**src/rtl/phy_rx_link_ctrl.sv**
```systemverilog
// ---------------------------------------------------------------------------
// phy_rx_link_ctrl
//
// Receive-side link controller for a two-lane PHY. It brings the lane
// deserializers up (INIT -> SYNC -> LINKED), captures one byte per lane every
// 8 cycles while that lane's valid is high, buffers each lane in a 2-entry
// FIFO and merges both lanes round-robin onto a single valid/ready byte
// stream.
//
// Ports
//   clk_32f        in   single clock, rising edge
//   reset_L        in   asynchronous active-low reset
//   active_0/1     in   lane deserializer "active" flags
//   valid_0/1      in   lane deserializer "valid" levels
//   data_0/1       in   lane deserializer parallel bytes [7:0]
//   out_ready      in   downstream ready
//   des_default_0/1 out hold deserializer defaults (high during INIT)
//   out_valid      out  output byte valid
//   out_data       out  output byte [7:0]
//   out_lane       out  source lane of out_data
//   link_up        out  high while in LINKED
//   overflow       out  sticky per-lane drop flag [1:0], bit n = lane n
//   retries        out  SYNC timeout count [3:0], saturates at 15
// ---------------------------------------------------------------------------
module phy_rx_link_ctrl #(
    parameter int INIT_CYCLES  = 4,
    parameter int SYNC_TIMEOUT = 128
) (
    input  logic       clk_32f,
    input  logic       reset_L,
    input  logic       active_0,
    input  logic       active_1,
    input  logic       valid_0,
    input  logic       valid_1,
    input  logic [7:0] data_0,
    input  logic [7:0] data_1,
    input  logic       out_ready,
    output logic       des_default_0,
    output logic       des_default_1,
    output logic       out_valid,
    output logic [7:0] out_data,
    output logic       out_lane,
    output logic       link_up,
    output logic [1:0] overflow,
    output logic [3:0] retries
);

    localparam int INIT_W = (INIT_CYCLES > 1) ? $clog2(INIT_CYCLES) : 1;
    localparam int TMO_W  = (SYNC_TIMEOUT > 1) ? $clog2(SYNC_TIMEOUT) : 1;
    localparam logic [INIT_W-1:0] INIT_LAST = INIT_W'(INIT_CYCLES - 1);
    localparam logic [TMO_W-1:0]  TMO_LAST  = TMO_W'(SYNC_TIMEOUT - 1);

    typedef enum logic [1:0] {
        ST_INIT   = 2'd0,
        ST_SYNC   = 2'd1,
        ST_LINKED = 2'd2
    } state_t;

    // -----------------------------------------------------------------------
    // Link state machine
    // -----------------------------------------------------------------------
    state_t            state_q, state_d;
    logic [INIT_W-1:0] init_cnt_q, init_cnt_d;
    logic [TMO_W-1:0]  tmo_cnt_q, tmo_cnt_d;
    logic [3:0]        retries_q, retries_d;

    logic both_active;
    logic link_lost;
    logic flush;
    logic lane_en;

    assign both_active = active_0 & active_1;
    // Loss of either lane in LINKED kills the link at the coming edge; the
    // lanes are flushed on that same edge so nothing half-transferred leaks.
    assign link_lost   = (state_q == ST_LINKED) && !both_active;
    assign flush       = (state_q != ST_LINKED) || link_lost;
    assign lane_en     = !flush;

    always_comb begin
        state_d    = state_q;
        init_cnt_d = init_cnt_q;
        tmo_cnt_d  = tmo_cnt_q;
        retries_d  = retries_q;
        case (state_q)
            ST_INIT: begin
                if (init_cnt_q == INIT_LAST) begin
                    state_d    = ST_SYNC;
                    init_cnt_d = '0;
                    tmo_cnt_d  = '0;
                end else begin
                    init_cnt_d = init_cnt_q + 1'b1;
                end
            end
            ST_SYNC: begin
                // Link detection is checked first so it wins a tie with the
                // timeout on the same cycle.
                if (both_active) begin
                    state_d = ST_LINKED;
                end else if (tmo_cnt_q == TMO_LAST) begin
                    state_d    = ST_INIT;
                    init_cnt_d = '0;
                    if (retries_q != 4'hF) begin
                        retries_d = retries_q + 4'd1;
                    end
                end else begin
                    tmo_cnt_d = tmo_cnt_q + 1'b1;
                end
            end
            ST_LINKED: begin
                if (!both_active) begin
                    state_d    = ST_INIT;
                    init_cnt_d = '0;
                end
            end
            default: begin
                state_d    = ST_INIT;
                init_cnt_d = '0;
            end
        endcase
    end

    always_ff @(posedge clk_32f or negedge reset_L) begin
        if (!reset_L) begin
            state_q    <= ST_INIT;
            init_cnt_q <= '0;
            tmo_cnt_q  <= '0;
            retries_q  <= 4'd0;
        end else begin
            state_q    <= state_d;
            init_cnt_q <= init_cnt_d;
            tmo_cnt_q  <= tmo_cnt_d;
            retries_q  <= retries_d;
        end
    end

    // -----------------------------------------------------------------------
    // Per-lane capture and 2-entry FIFO
    // -----------------------------------------------------------------------
    logic [1:0] valid_in;
    logic [7:0] data_in   [2];
    logic [7:0] head_data [2];
    logic [1:0] capture;
    logic [1:0] ovf_set;
    logic [1:0] nonempty;
    logic [1:0] pop_sel;

    assign valid_in   = {valid_1, valid_0};
    assign data_in[0] = data_0;
    assign data_in[1] = data_1;

    genvar gi;
    generate
        for (gi = 0; gi < 2; gi++) begin : g_lane
            logic [2:0] phase_q, phase_d;
            logic [1:0] cnt_q, cnt_d;
            logic       wr_ptr_q, rd_ptr_q;
            logic [7:0] mem_q [2];
            logic       push;
            logic       pop;

            assign pop = pop_sel[gi];

            // The phase counter sits at 0 whenever valid is low, so "phase is
            // 0 while valid is high" covers both the rising edge of valid and
            // every subsequent wrap of the counter.
            assign capture[gi]   = lane_en && valid_in[gi] && (phase_q == 3'd0);
            // A simultaneous pop frees a slot, so a full FIFO still accepts.
            assign push          = capture[gi] && ((cnt_q != 2'd2) || pop);
            assign ovf_set[gi]   = capture[gi] && (cnt_q == 2'd2) && !pop;
            assign nonempty[gi]  = (cnt_q != 2'd0);
            assign head_data[gi] = mem_q[rd_ptr_q];

            always_comb begin
                phase_d = 3'd0;
                cnt_d   = cnt_q;
                if (lane_en && valid_in[gi]) begin
                    phase_d = phase_q + 3'd1;
                end
                if (flush) begin
                    cnt_d = 2'd0;
                end else begin
                    cnt_d = cnt_q + {1'b0, push} - {1'b0, pop};
                end
            end

            always_ff @(posedge clk_32f or negedge reset_L) begin
                if (!reset_L) begin
                    phase_q  <= 3'd0;
                    cnt_q    <= 2'd0;
                    wr_ptr_q <= 1'b0;
                    rd_ptr_q <= 1'b0;
                end else begin
                    phase_q <= phase_d;
                    cnt_q   <= cnt_d;
                    if (flush) begin
                        wr_ptr_q <= 1'b0;
                        rd_ptr_q <= 1'b0;
                    end else begin
                        if (push) begin
                            wr_ptr_q <= ~wr_ptr_q;
                        end
                        if (pop) begin
                            rd_ptr_q <= ~rd_ptr_q;
                        end
                    end
                end
            end

            // Storage needs no reset; emptiness is tracked by cnt_q.
            always_ff @(posedge clk_32f) begin
                if (push) begin
                    mem_q[wr_ptr_q] <= data_in[gi];
                end
            end
        end
    endgenerate

    // -----------------------------------------------------------------------
    // Round-robin merge into the output register
    // -----------------------------------------------------------------------
    logic       out_valid_q, out_valid_d;
    logic [7:0] out_data_q, out_data_d;
    logic       out_lane_q, out_lane_d;
    logic       last_q, last_d;
    logic [1:0] overflow_q, overflow_d;
    logic       sel;
    logic       load;

    always_comb begin
        sel         = nonempty[1];
        load        = 1'b0;
        pop_sel     = 2'b00;
        out_valid_d = out_valid_q;
        out_data_d  = out_data_q;
        out_lane_d  = out_lane_q;
        last_d      = last_q;
        overflow_d  = overflow_q | ovf_set;

        // With both lanes waiting, the lane not served last goes next.
        if (&nonempty) begin
            sel = ~last_q;
        end

        // The register is free when empty or when its byte leaves this cycle.
        load = lane_en && (|nonempty) && (!out_valid_q || out_ready);

        if (flush) begin
            out_valid_d = 1'b0;
        end else if (load) begin
            pop_sel     = sel ? 2'b10 : 2'b01;
            out_valid_d = 1'b1;
            out_data_d  = head_data[sel];
            out_lane_d  = sel;
            last_d      = sel;
        end else if (out_ready) begin
            out_valid_d = 1'b0;
        end
    end

    always_ff @(posedge clk_32f or negedge reset_L) begin
        if (!reset_L) begin
            out_valid_q <= 1'b0;
            out_data_q  <= 8'h00;
            out_lane_q  <= 1'b0;
            last_q      <= 1'b1;    // lane 0 is served first after reset
            overflow_q  <= 2'b00;
        end else begin
            out_valid_q <= out_valid_d;
            out_data_q  <= out_data_d;
            out_lane_q  <= out_lane_d;
            last_q      <= last_d;
            overflow_q  <= overflow_d;
        end
    end

    // -----------------------------------------------------------------------
    // Outputs (all derived from registers, so reset shows on them at once)
    // -----------------------------------------------------------------------
    assign des_default_0 = (state_q == ST_INIT);
    assign des_default_1 = (state_q == ST_INIT);
    assign link_up       = (state_q == ST_LINKED);
    assign out_valid     = out_valid_q;
    assign out_data      = out_data_q;
    assign out_lane      = out_lane_q;
    assign overflow      = overflow_q;
    assign retries       = retries_q;

endmodule

```
**config.mk**
```make
export PLATFORM = sky130hd
export DESIGN_NAME = phy_rx_link_ctrl
export DESIGN_NICKNAME = d
export VERILOG_FILES = /design/src/rtl/phy_rx_link_ctrl.sv
export SDC_FILE = /design/constraint.sdc
export NUM_CORES = 1
export LEC_CHECK = 0
export CORE_MARGIN = 4
export CORE_UTILIZATION = 55
export DETAILED_ROUTE_END_ITERATION = 6
export PLACE_DENSITY = 0.8
export SYNTH_ARGS = -nofsm -noshare
export SYNTH_HDL_FRONTEND = slang
export SYNTH_SLANG_ARGS = --single-unit
```
**constraint.sdc**
```tcl
create_clock -name clk_32f -period 2.9 [get_ports clk_32f]
set_input_delay 0.58 -clock clk_32f [delete_from_list [all_inputs] [get_ports clk_32f]]
set_output_delay 0.58 -clock clk_32f [all_outputs]
set_load 0.005 [all_outputs]
```
## Word-level counts from Yosys, hierarchy flattened

Memories as Yosys holds them, arrays and structs flattened.
Index checks and enable logic that the tools add are counted.
Widths: inputs -> output; s select.

| storage, ports and cells | value |
|---|---|
| register bits | 42 |
| latch bits | 0 |
| bits in writable memories | 32 |
| bits in read-only memories | 0 |
| output and inout port bits | 19 |
| word-level logic and storage cells | 133 |
| memories | 2 |

| operators by class | value |
|---|---|
| add/subtract/negate cells | 9 |
| multiply operators | 0 |
| div/mod/pow operators | 0 |
| order comparisons | 1 |
| eq/ne operators | 16 |
| shift-type cells | 0 |
| muxes and demuxes | 38 |
| bitwise operators | 10 |
| reduce and logical (&&, ||, !) cells | 40 |

Memories:

| name | words | width | read ports | clocked after Yosys merged registers in | wr ports | RTL line | text |
|---|---|---|---|---|---|---|---|
| g_lane[0].mem_q | 2 | 8 | 1 | 0 | 1 | 157 | `logic [7:0] mem_q [2];` |
| g_lane[1].mem_q | 2 | 8 | 1 | 0 | 1 | 157 |  |

Operator list:

| operator | number |
|---|---|
| $mux 8 | 3 |
| $mux 2 | 11 |
| $mux 7 | 3 |
| $mux 1 | 16 |
| $ne 2x2->1 const B | 7 |
| $pmux 7 s2 | 1 |
| $reduce_bool 2->1 | 7 |
| $logic_and 1x1->1 | 13 |
| $pmux 2 s3 | 2 |
| $eq 2x2->1 const B | 4 |
| $reduce_and 4->1 | 2 |
| $add 7x1->7 const B | 1 |
| $eq 7x7->1 const B | 1 |
| $not 1->1 | 7 |
| $add 3x1->3 const B | 2 |
| $logic_not 3->1 | 2 |
| $mux 3 | 2 |
| $reduce_and 3->1 | 2 |
| $logic_not 1->1 | 5 |
| $add 2x1->2 | 2 |
| $add 4x1->4 const B | 1 |
| $logic_or 1x1->1 | 4 |
| $ne 4x4->1 const B | 1 |
| $reduce_and 2->1 | 2 |
| 12 further kinds | 13 |

## Depth between registers and ports, before layout

Gate-level depths: netlist (run 1).

| logic depth | value |
|---|---|
| depth in word-level cells | 14 |
| depth in mapped cells | 11 |
| depth with buffers taken out | 10 |

## Worst setup path before layout (run 1)

No wires, ideal clock.

| timing path | value |
|---|---|
| kind | input -> register |
| start | input active_0 |
| end | register g_lane[1].cnt_q[1] |
| library setup time | 0.127 ns |
| arrival time | 2.150 ns |
| slack | 0.623 ns |
| stages | 10 |
| cell sequence | and4b_1 > nand2_1 > or3_1 > buf_2 > ha_1 > inv_1 > ha_1 > xor2_1 > xnor2_1 > nor2_1 |

| between the ends | value |
|---|---|
| cells in the longest elaborated chain, start to end | 14 |
| elaborated cells on any way between the ends | 16 |
| those cells by class | add/sub (2); mux (3); bitwise (1); reduce/logical (10) |

Ends and longest elaborated chain:

| item | RTL line | text |
|---|---|---|
| start: declaration | 31 | `input logic active_0,` |
| $and 1x1->1 (*) | 72 | `assign both_active = active_0 & active_1;` |
| $logic_not 1->1 (*) | - |  |
| $logic_and 1x1->1 (*) | 75 | `assign link_lost = (state_q == ST_LINKED) && !both_active;` |
| $logic_or 1x1->1 (*) | 76 | `assign flush = (state_q != ST_LINKED) \|\| link_lost;` |
| $logic_not 1->1 | 77 | `assign lane_en = !flush;` |
| $logic_and 1x1->1 (2 in series) | 245 | `load = lane_en && (\|nonempty) && (!out_valid_q \|\| out_ready);` |
| $mux 2 | 249 | `end else if (load) begin` |
| $mux 2 | 247 | `if (flush) begin` |
| $logic_or 1x1->1 | 168 | `assign push = capture[gi] && ((cnt_q != 2'd2) \|\| pop);` |
| $logic_and 1x1->1 | 168 |  |
| $add 2x1->2 | 182 | `cnt_d = cnt_q + {1'b0, push} - {1'b0, pop};` |
| $sub 2x1->2 | 182 |  |
| $mux 2 (*) | 179 | `if (flush) begin` |
| named net g_lane[1].cnt_d[1] | 155 | `logic [1:0] cnt_q, cnt_d;` |
| end signal: assignment | 194 | `cnt_q <= cnt_d;` |
| end: declaration | 155 |  |

Mark *: on every way through the listed nets, which the timed path passes. The rest lies on a longest branch.
A chain may end at the register's enable or synchronous reset.

## Worst setup path in the final report (run 1)

Same ends and word-level chain as after synthesis.

==> results of run 1 <==
## critical path, stage by stage
cell and delay [ns]:
clkdlybuf4s50_1 0.52, and4b_1 0.33, nand2_1 0.10, or3_1 0.40
ha_1 0.29, inv_1 0.04, ha_1 0.18, xor2_1 0.15
xnor2_1 0.13, nor2_1 0.05
## power by group through the flow
stage,registers (mW),logic (mW),clock network (mW)
3_3_place_gp,1.22,0.273,0
2_1_floorplan,1.21,0.176,0
5_1_grt,1.21,0.327,0.812
6_report,1.21,0.279,0.749
3_5_place_dp,1.23,0.283,0
4_1_cts,1.21,0.283,0.764
## how the worst max path moves through the flow
stage          slack (ns)  cells after the start                           end
6_report             0.36                     10  g_lane[1].cnt_q[1]$_DFF_PN0_
4_1_cts              0.36                     10  g_lane[1].cnt_q[1]$_DFF_PN0_
3_5_place_dp        -0.01                     10  g_lane[1].cnt_q[1]$_DFF_PN0_
5_1_grt              0.22                     10  g_lane[1].cnt_q[1]$_DFF_PN0_
2_1_floorplan        0.62                     10  g_lane[1].cnt_q[1]$_DFF_PN0_
3_3_place_gp         0.09                     10  g_lane[1].cnt_q[1]$_DFF_PN0_
## stage by stage
step / power (mW) / std cells / TNS (ns)
6_report: 2.236 / 381 / 0
5_1_grt: 2.353 / 381 / 0
4_1_cts: 2.253 / 381 / 0
3_5_place_dp: 1.510 / 365 / -0.01140
3_3_place_gp: 1.498 / 365 / 0
2_1_floorplan: 1.390 / 247 / 0
## cells in the final DEF (no fill, tap or decap), types with 2 or more instances in the layout
master           count
dfrtp_1             41
clkdlybuf4s50_1     40
edfxtp_1            32
mux2i_1             27
nor2_1              22
inv_1               14
buf_4               13
ha_1                11
nand2_1              9
mux2_2               9
clkbuf_8             9
o21ai_0              8
nand3_1              8
xnor2_1              6
nand2b_1             5
a21oi_1              4
and2_1               4
xor2_1               4
and3_1               3
nor3_1               3
a31oi_1              3
clkinv_2             3
nor4_1               2
nor2b_1              2
o21a_1               2
o31ai_1              2
o211ai_1             2
## cell families (layout without fill, tap and decap cells)
group	count (synthesis)	in the layout	share of synthesized area [%]
and+or+nand+nor	65	65	10.18
DFF	74	74	62.29
muxes	36	36	11.50
adders and majority gates	11	11	4.259
AOI/OAI and AO/OA	29	29	6.001
xor gates and xnor gates	10	10	2.710
buffers and inverters	22	84	3.058
## metal layers
layer,share of wire (%),vias to the layer above,global-route usage (%)
met5,0,-,0
li1,-,999,-
met2,48,35,26.83
met4,2.1,0,8.633
met1,46,978,22.83
met3,3.4,10,4.024
## flip-flops by register name, summed over array words and instances (netlist names), 4 cells and up
name	flops
out_data	8
retries	4
tmo_cnt_q	7
g_lane.mem_q	32
g_lane.cnt_q	4
g_lane.phase_q	6
## cell type report
| cell class | instances | area (µm²) | share of cell area, % |
|---|---|---|---|
| inverters | 14 | 52.55 | 1.326 |
| multi-input cells | 151 | 1120 | 28.25 |
| clock buffers | 10 | 127.6 | 3.220 |
| flip-flops and latches | 74 | 2013 | 50.79 |
| well taps | 72 | 90.09 | 2.273 |
| clock inverters | 6 | 57.56 | 1.452 |
| repair buffers | 54 | 503.0 | 12.69 |
==> metrics.md, run 1 <==
| Metric | Value |
|---|---|
| Status | complete, no violations |
| Tcrit/Tclk final | 87.46% |
| Clk_lat worst skew | 0.34 ns |
| Cell area after layout | 3964 µm² |
| Main synth FF type | dfrtp_1 |
| H-tree Lvls | 3 |
| FMAX | 394.3 MHz |
| Die Wd | 84.66 µm |
| Async S/R FF share, synth | 56.76% |
| Core Rows | 27 |
| DP Area | 3779 µm² |
| Die Y | 84.66 µm |
| Pleak | 1.678 nW |
| Port buffer count | 41 |
| Reg2Reg Depth | 9 |
| Vias/cell | 5.307 |
| Reg power frac | 54.0% |
| Clk pwr share | 33.5% |
| TritonRoute pass-1 iters | 4 |
| CP Data Required Time | 3.14 ns |
| Hold crit path type | in -> async |
| Final Hold Viols | 0 |
| Worst hold margin | 0.3796 ns |
| R2R setup slack | 0.61 ns |
| TritonCTS clock tree | done |
| GRT Util Overall | 17.28% |
| Initial Utilization | 57.63% |
| Crit path DAT | 2.77 ns |
| Nets | 338 |
| Crit Path Category | in -> reg |
| Netlist cell types | 42 |
| Reg-to-Reg End | g_lane[1].cnt_q[1]$_DFF_PN0_ |
| Max Buffers Root-to-Sink | 2 |
| Initial DRC Count | 116 |
| Vias | 2022 |
| Max IR drop VDD | 0.4140 mV |
| Yosys warns | 0 |
| Overflow after GRT | 0 |
| Setup violations, final | 0 |
| Worst Setup End Kind | register |
| Clk root buf | clkbuf_8 |
| CTS Sinks | 74 |
| Mean Syn Cell Area | 13.08 µm² |
| Startpoint Class | input port |
| EDFF count, synth | 32 |
| # resized after CTS | 0 |
| Worst Setup Slack post-DPL | -0.01140 ns |
| Final HPWL DP | 4263 µm |
| Max_slew headroom | 37.76% |
| Area grow syn2layout | 22.65% |
| Worst slew pin tran | 0.9337 ns |
| Synth cell count leaders | dfrtp_1, edfxtp_1, mux2i_1, nor2_1, inv_1 |
| Post-detailed-routing wire length | 5851 µm |
| CTS buffer count | 9 |
| Clock slew at reported path FFs | 0.07 ns |
| Crit path time final | 2.536 ns |
| # hold bufs at CTS | 0 |
| Ant. Diodes | 0 |
| Switching share of total power | 25.09% |
| Cell taking the most area after synthesis | dfrtp_1 |
| FILL cells | 423 |
| Pwr Density | 564.0 nW/µm² |
| RSZ-0062 raised after global routing | no |
| Most frequent cell after synthesis | dfrtp_1 |
| Syn Nets | 281 |
| Synth Register Bits | 74 |
| Cells after Synth | 247 |
| Max-cap violations | 0 |
| Worst r2r src | state_q[0]$_DFFE_PN0P_ |
| Placer Congestion | 0.8342 |
| Die ar. | 7166 µm² |
| Final WS setup | 0.3636 ns |
| Sequential area share after synthesis | 62.29% |
| Internal power | 1.675 mW |
| Pin count of the biggest net entering global routing | 43 |
| Number of remaining DRC errors | 0 |
| Mapped Area | 3232 µm² |
| Max-slew violation count | 0 |
| Top cell type's share of synthesized area | 31.75% |
| Vias in the first global route | 1984 |
| Core area | 5608 µm² |
| Psw | 0.5609 mW |
| First-pass GRT wire length | 9522 µm |
| Logic pwr share | 12.5% |
| Critical Path Source | active_0 |
| Setup Skew | 0.006449 ns |
| Largest cells by area after synthesis | dfrtp_1, edfxtp_1, mux2i_1, ha_1, mux2_2 |
| Setup Fix Bufs, Post-CTS | 0 |
| Antenna-violating nets left | 0 |
| Crit Path Max Fanout | 4 |
| Routed len/inst | 15.36 µm |
| Share of layout cells above drive strength 1 | 13.59% |
| Initial antenna violation count | 0 |
| I/O Pins | 42 |
| Finished Core Util | 70.68% |
Power figures use the tool's default switching activity.
==> run 2: changes to the inputs <==
Settings changed: CORE_UTILIZATION 55 to 59, PLACE_DENSITY 0.8 to 0.84.
Clock period 2.9 ns to 3 ns, I/O delays scaled along.
==> metrics.md, run 2 (synthesis gave the netlist of run 1 again) <==
| Metric | Value |
|---|---|
| Routed len/inst | 16.35 µm (+6.4%) |
| Worst hold margin | 0.3942 ns (+0.01464 ns) |
| Final WS setup | 0.3349 ns (-0.02865 ns) |
| Internal power | 1.541 mW (-8.0%) |
| Initial antenna violation count | 0 (unchanged) |
| Largest reg by FF count | g_lane.mem_q |
| Crit Path Category | in -> reg |
| Clk pwr share | 30.7% (-2.8 points) |
| Worst slew pin tran | 0.9190 ns (-0.01464 ns) |
| Logic pwr share | 13.5% (+1.0 points) |
| CP Data Required Time | 3.23 ns (+0.09 ns) |
| Crit path DAT | 2.90 ns (+0.13 ns) |
| TritonRoute pass-1 iters | 4 (unchanged) |
| First-pass GRT wire length | 9949 µm (+4.5%) |
| Nets | 334 (-1.2%) |
| Pleak | 1.653 nW (-1.5%) |
| Overflow after GRT | 0 (unchanged) |
| Setup Fix Bufs, Post-CTS | 0 (unchanged) |
| Vias | 2053 (+1.5%) |
| Max-cap violations | 0 (unchanged) |
| Max-slew violation count | 0 (unchanged) |
| Most frequent cells in the layout | dfrtp_1, clkdlybuf4s50_1, edfxtp_1 |
| Tcrit/Tclk final | 88.84% |
| FMAX | 375.2 MHz |
| Post-detailed-routing wire length | 6130 µm (+4.8%) |
| Clk_lat worst skew | 0.34 ns (about the same) |
| CTS buffer count | 9 (unchanged) |
| Vias in the first global route | 2165 (+9.1%) |
| Share of layout cells above drive strength 1 | 12.46% (-1.1 points) |
| Area grow syn2layout | 21.37% |
| Max IR drop VDD | 0.4146 mV (+0.16%) |
| Core area | 5205 µm² (-7.2%) |
| RSZ-0062 raised after global routing | no |
| Startpoint Class | input port |
| Max_slew headroom | 38.73% (+0.98 points) |
| Final Hold Viols | 0 (unchanged) |
| FILL cells | 351 (-17%) |
| Final HPWL DP | 4414 µm (+3.5%) |
| Status | complete, no violations |
| Final cell count without fillers | 375 (-1.6%) |
| Switching share of total power | 26.54% (+1.5 points) |
| Max Buffers Root-to-Sink | 2 (unchanged) |
| Setup TNS | 0 ns (unchanged) |
| Vias/cell | 5.475 (+3.2%) |
| Reg power frac | 55.9% (+1.9 points) |
| Largest register FFs | 32 (unchanged) |
| R2R setup slack | 0.58 ns (-0.03 ns) |
| Worst Setup End Kind | register |
| Core Rows | 26 (-3.7%) |
| Clk root buf | clkbuf_8 |
| Number of remaining DRC errors | 0 (unchanged) |
| Initial DRC Count | 94 (-19%) |
| Reg-to-Reg End | g_lane[1].cnt_q[1]$_DFF_PN0_ |
| Ant. Diodes | 0 (unchanged) |
| I/O Pins | 42 (unchanged) |
| Reg2Reg Depth | 9 (unchanged) |
| Antenna-violating nets left | 0 (unchanged) |
| CTS Sinks | 74 (unchanged) |
| Setup Skew | 0.008148 ns (+0.001699 ns) |
| Setup violations, final | 0 (unchanged) |
| Crit Path Max Fanout | 4 (unchanged) |
| Port buffer count | 41 (unchanged) |
| Initial Utilization | 62.09% (+4.5 points) |
| Placer Congestion | 0.8892 (+6.6%) |
| Die Wd | 82.01 µm (-3.1%) |
| Die Y | 82.01 µm (-3.1%) |
| TritonCTS clock tree | done |
| Cells after DPL | 359 (-1.6%) |
| Clock slew at reported path FFs | 0.07 ns (about the same) |
| Most common cell after layout, fill and taps aside | dfrtp_1 |
| Crit path time final | 2.665 ns |
| H-tree Lvls | 3 (unchanged) |
| Psw | 0.5567 mW (-0.74%) |
| # resized after CTS | 0 (unchanged) |
| GRT Util Overall | 20.29% (+3.0 points) |
| Critical Path Source | active_1 |
| Die ar. | 6726 µm² (-6.2%) |
| Pwr Density | 534.7 nW/µm² (-5.2%) |
| Hold crit path type | in -> async |
| Worst Setup Slack post-DPL | -0.03639 ns (-0.02499 ns) |
| # hold bufs at CTS | 0 (unchanged) |
| Worst r2r src | state_q[0]$_DFFE_PN0P_ |
| Pin count of the biggest net entering global routing | 43 (unchanged) |
## run 2: worst max path at each step
stage | end | slack (ns) | cells after the start
after floorplan | g_lane[1].cnt_q[1]$_DFF_PN0_ | 0.70 | 10
after global placement | g_lane[1].cnt_q[1]$_DFF_PN0_ | 0.08 | 10
after detailed placement | g_lane[1].cnt_q[1]$_DFF_PN0_ | -0.04 | 10
after CTS | g_lane[1].cnt_q[1]$_DFF_PN0_ | 0.33 | 10
after global routing | g_lane[1].cnt_q[1]$_DFF_PN0_ | 0.21 | 10
final | g_lane[1].cnt_q[1]$_DFF_PN0_ | 0.33 | 10
## run 2: cell type report
type                            instances  area, µm²  area share (%)
Sequential cell                        74       2013           51.32
Multi-Input combinational cell        151       1120           28.55
Timing Repair Buffer                   50      485.5           12.38
Clock buffer                           11      131.4           3.349
Tap cell                               70      87.58           2.233
Inverter                               14      52.55           1.340
Clock inverter                          5      32.53          0.8293
## run 2: worst max-delay path: stages
cell and delay [ns]:
clkdlybuf4s50_1 0.51, and4b_1 0.31, nand2_1 0.13, or3_1 0.46
ha_1 0.31, inv_1 0.06, ha_1 0.15, xor2_1 0.18
xnor2_1 0.13, nor2_1 0.06
## run 2: metal layers
| metal | GRT usage, % | wire length, µm | vias up |
|---|---|---|---|
| met3 | 4.167 | 217 | 13 |
| met2 | 36.91 | 3282 | 43 |
| met4 | 9.635 | 115 | 0 |
| met1 | 22.46 | 2514 | 1007 |
| met5 | 0 | 0 | - |
| li1 | - | - | 990 |
## run 2: power groups by stage
stage	clock [mW]	sequential, mW	combinational, mW
6_report	0.643	1.17	0.283
5_1_grt	0.706	1.18	0.317
4_1_cts	0.658	1.17	0.283
3_5_place_dp	0	1.19	0.274
3_3_place_gp	0	1.19	0.265
2_1_floorplan	0	1.17	0.170
## run 2: metrics by stage
| stage | power [mW] | cell area (µm²) | util (%) |
|---|---|---|---|
| after floorplan | 1.344 | 3232 | - |
| after global placement | 1.451 | 3759 | 72.21 |
| after detailed placement | 1.464 | 3759 | 72.21 |
| after CTS | 2.111 | 3923 | 75.36 |
| after global routing | 2.200 | 3923 | 75.36 |
| final | 2.098 | 3923 | 75.36 |
==> run 3: changes to the inputs <==
Settings changed: CORE_MARGIN 4 to 3.
==> metrics.md, run 3 (synthesis gave the netlist of run 1 again) <==
| Metric | Value |
|---|---|
| Status | complete, no violations |
| Max-slew violation count | 0 (unchanged) |
| Setup Skew | 0.005147 ns (-0.003002 ns) |
| Clk_lat worst skew | 0.35 ns (about the same) |
| RSZ-0062 raised after global routing | no |
| Top cell by count, worst path | ha_1 |
| Worst slew pin tran | 0.9444 ns (+0.02538 ns) |
| H-tree Lvls | 3 (unchanged) |
| Hold crit path type | in -> async |
| Post-Route M1 WL | 2635 µm (+4.8%) |
| Worst Path Buf+Inv | 3 (+1) |
| Post-detailed-routing wire length | 6335 µm (+3.3%) |
| Reg power frac | 51.0% (-4.9 points) |
| Initial DRC Count | 122 (+30%) |
| Worst path cell trace | clkdlybuf4s50_1 -> and4b_1 -> buf_4 -> nand2_2 -> a311o_1 -> ha_1 -> inv_1 -> ha_1 -> xor2_1 -> xnor2_1 -> nor2_1 |
| Vias/cell | 5.496 (+0.39%) |
| Tcrit/Tclk final | 85.44% (-3.4 points) |
| Area grow syn2layout | 23.11% |
| Core area | 5205 µm² (unchanged) |
| Routed len/inst | 16.80 µm (+2.8%) |
| Crit path DAT | 2.80 ns (-0.10 ns) |
| Max_slew headroom | 37.04% (-1.7 points) |
| Overflow after GRT | 0 (unchanged) |
| Ant. Diodes | 0 (unchanged) |
| Die Y | 80.01 µm (-2.4%) |
| Pleak | 1.681 nW (+1.7%) |
| DP Area | 3761 µm² (about the same) |
| DR WL met3 | 256 µm (+18%) |
| Most frequent cells in the layout | dfrtp_1, clkdlybuf4s50_1, edfxtp_1 |
| Top Layer Used | met4 |
| GRT Util Overall | 21.84% (+1.5 points) |
| Clock slew at reported path FFs | 0.07 ns (about the same) |
| Number of remaining DRC errors | 0 (unchanged) |
| Setup Fix Bufs, Post-CTS | 0 (unchanged) |
| Slowest Stage Delay on Critical Path | 0.51 ns (about the same) |
| Most common cell after layout, fill and taps aside | dfrtp_1 |
| # resized after CTS | 0 (unchanged) |
| Crit Path Category | in -> reg |
| Die Wd | 80.01 µm (-2.4%) |
| Clk pwr share | 36.6% (+5.9 points) |
| Cell area after layout | 3979 µm² (+1.4%) |
| Antenna-violating nets left | 0 (unchanged) |
| Internal power | 1.723 mW (+12%) |
| Cell family with most CP delay | buffers and inverters |
| CP Data Required Time | 3.24 ns (about the same) |
| Largest register FFs | 32 (unchanged) |
| Port buffer count | 41 (unchanged) |
| Crit path max-delay cell type | clkdlybuf4s50_1 |
| Worst Setup End Kind | register |
| Routed wl met2 | 3241 µm (-1.2%) |
| Vias in the first global route | 2186 (+0.97%) |
| Crit path time final | 2.563 ns (-0.1019 ns) |
| Share of layout cells above drive strength 1 | 13.03% (+0.57 points) |
| Setup violations, final | 0 (unchanged) |
| Clk root buf | clkbuf_8 |
| Psw | 0.5745 mW (+3.2%) |
| Initial Utilization | 62.09% (unchanged) |
| Placer Congestion | 0.8198 (-7.8%) |
| Vias | 2072 (+0.93%) |
| Switching share of total power | 25.00% (-1.5 points) |
| CTS Sinks | 74 (unchanged) |
| Nets | 336 (+0.60%) |
| CTS buffer count | 9 (unchanged) |
| Startpoint Class | input port |
| I/O Pins | 42 (unchanged) |
| Largest reg by FF count | g_lane.mem_q |
| FMAX | 390.1 MHz (+4.0%) |
| Final Hold Viols | 0 (unchanged) |
| Setup TNS | 0 ns (unchanged) |
| TritonCTS clock tree | done |
| Core Rows | 26 (unchanged) |
| Max Buffers Root-to-Sink | 2 (unchanged) |
| Logic pwr share | 12.4% (-1.1 points) |
| Pwr Density | 577.5 nW/µm² (+8.0%) |
| First-pass GRT wire length | 10270 µm (+3.3%) |
| Initial antenna violation count | 0 (unchanged) |
| Die ar. | 6402 µm² (-4.8%) |
| Final HPWL DP | 4391 µm (-0.52%) |
| TritonRoute pass-1 iters | 4 (unchanged) |
| Max-cap violations | 0 (unchanged) |
| Crit Path Max Fanout | 10 (+6) |
| Max IR drop VDD | 0.5553 mV (+34%) |
| # hold bufs at CTS | 0 (unchanged) |
| Pin count of the biggest net entering global routing | 43 (unchanged) |
[run 3: final cells by class]
cell class	instances	area, µm²
sequential	74	2013
clock buffer	10	137.6
multi-input combinational	151	1120
tap	70	87.58
timing repair buffer	52	488.0
inverter	14	52.55
clock inverter	6	80.08
fill	340	1226
[run 3: stage by stage]
stage / util (%) / setup WS, ns / cells / hold WS [ns] / power [mW]
2_1_floorplan: - / 0.7030 / 247 / 0.3044 / 1.344
3_3_place_gp: 72.26 / 0.1679 / 361 / 0.4492 / 1.450
3_5_place_dp: 72.26 / 0.08547 / 361 / 0.4429 / 1.463
4_1_cts: 76.44 / 0.4206 / 377 / 0.4341 / 2.299
5_1_grt: 76.44 / 0.3288 / 377 / 0.4414 / 2.391
6_report: 76.44 / 0.4368 / 377 / 0.3838 / 2.298
[run 3: worst reg2reg max path: cells and delay by family, from the launching register on]
family / cells / cell delay, ns
flip-flops: 1 / 0.46
XOR/XNOR: 2 / 0.32
adder cells (fa/ha/maj): 2 / 0.46
AO/OA/AOI/OAI: 1 / 0.31
buffers and inverters: 2 / 0.24
AND/OR/NAND/NOR: 3 / 0.44
[run 3: power groups by stage]
| stage | clock, mW | combinational, mW | sequential (mW) |
|---|---|---|---|
| 2_1_floorplan | 0 | 0.170 | 1.17 |
| 3_3_place_gp | 0 | 0.265 | 1.18 |
| 3_5_place_dp | 0 | 0.276 | 1.19 |
| 4_1_cts | 0.846 | 0.285 | 1.17 |
| 5_1_grt | 0.892 | 0.320 | 1.18 |
| 6_report | 0.841 | 0.285 | 1.17 |
[run 3: path summary, 6_finish.rpt]
path                                           startpoint                        endpoint  slack (ns)  cells past startpoint
max                                              active_0    g_lane[0].cnt_q[1]$_DFF_PN0_        0.44                     11
max reg2reg                        state_q[0]$_DFFE_PN0P_    g_lane[0].cnt_q[1]$_DFF_PN0_        0.67                     10
min                                               reset_L           overflow[1]$_DFF_PN0_        0.38                      1
min in group clk_32f       g_lane[0].phase_q[0]$_DFF_PN0_  g_lane[0].phase_q[0]$_DFF_PN0_        0.46                      1
min reg2reg                g_lane[0].phase_q[0]$_DFF_PN0_  g_lane[0].phase_q[0]$_DFF_PN0_        0.46                      1
max in group asynchronous                         reset_L  g_lane[1].wr_ptr_q$_DFFE_PN0P_        2.02                      1
[run 3: metal layers]
layer	vias to the layer above	global-route usage [%]
li1	995	-
met1	992	26.83
met2	66	36.59
met3	19	3.725
met4	0	11.82
met5	-	0
==> patch 1 (config.mk and constraints of run 1) <==
Re-encode `state_t` (3 states) as one-hot, 3 bits wide.
--- a/src/rtl/phy_rx_link_ctrl.sv
+++ b/src/rtl/phy_rx_link_ctrl.sv
@@ -50,10 +50,10 @@
     localparam logic [INIT_W-1:0] INIT_LAST = INIT_W'(INIT_CYCLES - 1);
     localparam logic [TMO_W-1:0]  TMO_LAST  = TMO_W'(SYNC_TIMEOUT - 1);
 
-    typedef enum logic [1:0] {
-        ST_INIT   = 2'd0,
-        ST_SYNC   = 2'd1,
-        ST_LINKED = 2'd2
+    typedef enum logic [2:0] {
+        ST_INIT   = 3'b001,
+        ST_SYNC   = 3'b010,
+        ST_LINKED = 3'b100
     } state_t;
 
     // -----------------------------------------------------------------------
Formal check against the unedited RTL: no difference found for any inputs over 10 cycles, from zero or initial values and one cycle with reset_L low; not proved beyond that.
==> patch 1 against run 1 <==
Sequential share of layout area shrank 0.77 points. Critical path depth unchanged. Area after synthesis up 3.8%. Clock power grew 16%. Final area increased by 2.9%. Sequential cell count increased by 1. Setup slack worse by 0.038 ns. Wire length rose by 10%. Total power rose by 4.0%. Critical path type unchanged. Largest power group unchanged.
==> patch 1: results (changes against run 1) <==
logic_synthesis:
  synth_compound_area_share_pct: 9.14  # was 6.00%
  ys_types: 46  # was 42
  yosys-mux-area-fraction_pct: 5.41  # was 11.5%
  synth_area_leaders: "dfrtp_1 31%, edfxtp_1 29%, ha_1 4.1%"  # was dfrtp_1 32%, edfxtp_1 30%, mux2i_1 8.4%
  ys_top_cells_by_count: "41 x dfrtp_1, 32 x edfxtp_1, 20 x nor2_1, 15 x a21oi_1, 13 x nand2_1"  # was 41 x dfrtp_1, 32 x edfxtp_1, 27 x mux2i_1, 22 x nor2_1, 14 x inv_1
  ys_async_sr_fraction_pct: 57.3  # was 56.8%
  syn-num-nets: 298  # was 281
  synth-xor-area-share_pct: 2.87  # was 2.71%
  synth_fa_ha_area_share_pct: 4.10  # was 4.26%
place:
  dpl.hpwl_mm: 4.61  # was 4.26 mm
  placed_cell_area_mm2: 0.00386  # was 0.00378 mm2
timing:
  finClkSkew_ns: 0.0124  # was 0.00645 ns
  worst_pin_slew_ns: 0.984  # was 0.934 ns
drt:
  drtIter0Drc: 124  # was 116
  detail_route.wl_per_cell_um: 16.2  # was 15.4 um
  routed-wl-met3_um: 301  # was 201 um
  met1_length_mm: 2.81  # was 2.70 mm
  dr_total_vias: 2164  # was 2022
worst_setup_path:
  max_stage_delay_ns: 0.47  # was 0.52 ns
  cp_max_fo: 7  # was 4
  r2r_end: "g_lane[0].cnt_q[1]"  # was g_lane[1].cnt_q[1]
  regToRegStartpoint: "state_q[1]"  # was state_q[0]
run_status:
  status: "complete, no violations"  # unchanged
power:
  peakVddDrop_uv: 466  # was 414 uV
  p_leak_nw: 1.69  # was 1.68 nW
grt:
  grt.total_usage_pct: 19.3  # was 17.3%
  grt_pass1_wl_mm: 10.8  # was 9.52 mm
  gr-usage-met2_pct: 31.7  # was 26.8%
finish:
  fill_cells: 412  # was 423
patch 1: cell type report:
cell class | count | area share (%)
clock buffers | 11 | 3.22
repair buffers | 53 | 12.2
well taps | 75 | 2.30
multi-input cells | 165 | 29.0
flip-flops and latches | 75 | 50.0
clock inverters | 5 | 2.09
inverters | 13 | 1.20
patch 1: per-stage QoR:
step / utilization (%) / hold slack [ns] / setup WS (ns) / std cells / power (mW)
2_1_floorplan: - / 0.284 / 0.534 / 264 / 1.38
3_3_place_gp: 65.2 / 0.441 / 0.0464 / 381 / 1.47
3_5_place_dp: 65.2 / 0.455 / 0.000628 / 381 / 1.48
4_1_cts: 68.9 / 0.424 / 0.347 / 397 / 2.35
5_1_grt: 68.9 / 0.472 / 0.231 / 397 / 2.43
6_report: 68.9 / 0.395 / 0.326 / 397 / 2.33
patch 1: report_power, final:
part / switching, mW / internal [mW] / total, mW
clock network: 0.380 / 0.490 / 0.870
logic: 0.128 / 0.138 / 0.266
registers: 0.0404 / 1.15 / 1.19
total: 0.549 / 1.78 / 2.33
==> patch 2 (settings of run 1) <==
Made on the original files. `SYNC_TIMEOUT`: 128 -> 512.
--- a/src/rtl/phy_rx_link_ctrl.sv
+++ b/src/rtl/phy_rx_link_ctrl.sv
@@ -24,7 +24,7 @@
 // ---------------------------------------------------------------------------
 module phy_rx_link_ctrl #(
     parameter int INIT_CYCLES  = 4,
-    parameter int SYNC_TIMEOUT = 128
+    parameter int SYNC_TIMEOUT = 512
 ) (
     input  logic       clk_32f,
     input  logic       reset_L,
Function: same outputs for any inputs over 10 cycles, from zero or initial values and one cycle with reset_L low; that may be too few to reach the edited logic, so the function may still have changed.
==> patch 2 against run 1 <==
Final area increased by 3.4%. Highest routed layer unchanged. Non-clock buffer count grew 1. Count of clock-buffer cells in the layout grew 2. Sequential cell count rose by 2. Wire length up 7.3%. Area after synthesis is 4.1% higher. Largest cell class unchanged. Total power is 3.0% higher. Setup slack worse by 0.011 ns.
==> patch 2: results (changes against run 1) <==
grt:
  grtUsageMet1_pct: 23.0  # was 22.8%
  grt_max_degree: 45  # was 43
  grt.total_usage_pct: 18.5  # was 17.3%
  gr-usage-met3_pct: 3.90  # was 4.02%
  first_global_vias: 2204  # was 1984
  grt_pass1_wl_mm: 10.5  # was 9.52 mm
timing:
  finClkSkew_ns: 0.0125  # was 0.00645 ns
  max_freq_mhz: 393  # was 394 MHz
  setup-tns-final_ns: 0  # unchanged
  slew_headroom_pct: 33.5  # was 37.8%
power:
  p_leak_nw: 1.73  # was 1.68 nW
  pwr-share-seq_pct: 53.7  # was 54.0%
  peakVddDrop_uv: 359  # was 414 uV
  clockPowerShare_pct: 33.2  # was 33.5%
  switching_power_mw: 0.579  # was 0.561 mW
drt:
  detail_route.wl_per_cell_um: 15.8  # was 15.4 um
  met2WireLength_mm: 3.05  # was 2.83 mm
  met1_length_mm: 2.83  # was 2.70 mm
  dr_total_vias: 2148  # was 2022
  drtIter0Drc: 99  # was 116
place:
  dpl.hpwl_mm: 4.46  # was 4.26 mm
  dpl.cell_count: 382  # was 365
  place_ws_ns: 0.00615  # was -0.0114 ns
  place_congestion: 0.811  # was 0.834
  placed_cell_area_mm2: 0.00391  # was 0.00378 mm2
logic_synthesis:
  synth_area_leaders: "dfrtp_1 32%, edfxtp_1 29%, mux2i_1 8.9%"  # was dfrtp_1 32%, edfxtp_1 30%, mux2i_1 8.4%
  ys_types: 41  # was 42
  ys_async_sr_fraction_pct: 57.9  # was 56.8%
  syn-num-nets: 297  # was 281
  ys_seq_area_share_pct: 61.3  # was 62.3%
  syn_inst: 262  # was 247
  ys_top_cells_by_count: "43 x dfrtp_1, 32 x edfxtp_1, 30 x mux2i_1, 21 x nor2_1, 15 x nand2_1"  # was 41 x dfrtp_1, 32 x edfxtp_1, 27 x mux2i_1, 22 x nor2_1, 14 x inv_1
worst_setup_path:
  r2r_end: "g_lane[1].cnt_q[1]"  # unchanged
  r2r_setup_slack_ns: 0.55  # was 0.61 ns
  arrival_ns: 2.78  # was 2.77 ns
  crit_path_start: "active_0"  # unchanged
finish:
  fin_nets: 353  # was 338
clocking:
  clk_latency_ns: 0.34  # about the same
run_status:
  status: "complete, no violations"  # unchanged
==> patch 2: worst max-delay path: stages <==
cell and delay (ns):
clkdlybuf4s50_1 0.54, and4b_1 0.33, nand2_2 0.08, or3_1 0.39, ha_1 0.28, inv_1 0.04, ha_1 0.17, xor2_1 0.18
xnor2_1 0.14, nor2_1 0.05
==> patch 2: cell families (layout without fill, tap and decap cells) <==
logic type | Yosys count | after routing | synth area share, %
xor gates and xnor gates | 9 | 9 | 2.34
muxes | 40 | 40 | 12.3
adders and majority gates | 12 | 12 | 4.46
buffers and inverters | 24 | 85 | 3.27
and+or+nand+nor | 75 | 75 | 11.3
DFF | 76 | 76 | 61.3
AOI/OAI and AO/OA | 26 | 26 | 5.02
==> patch 2: layout make-up <==
| class | instances | area, um2 |
|---|---|---|
| inverter | 14 | 52.6 |
| sequential | 76 | 2060 |
| timing repair buffer | 55 | 510 |
| clock buffer | 12 | 135 |
| tap | 75 | 93.8 |
| clock inverter | 4 | 50.0 |
| multi-input combinational | 162 | 1190 |
| fill | 450 | 1820 |
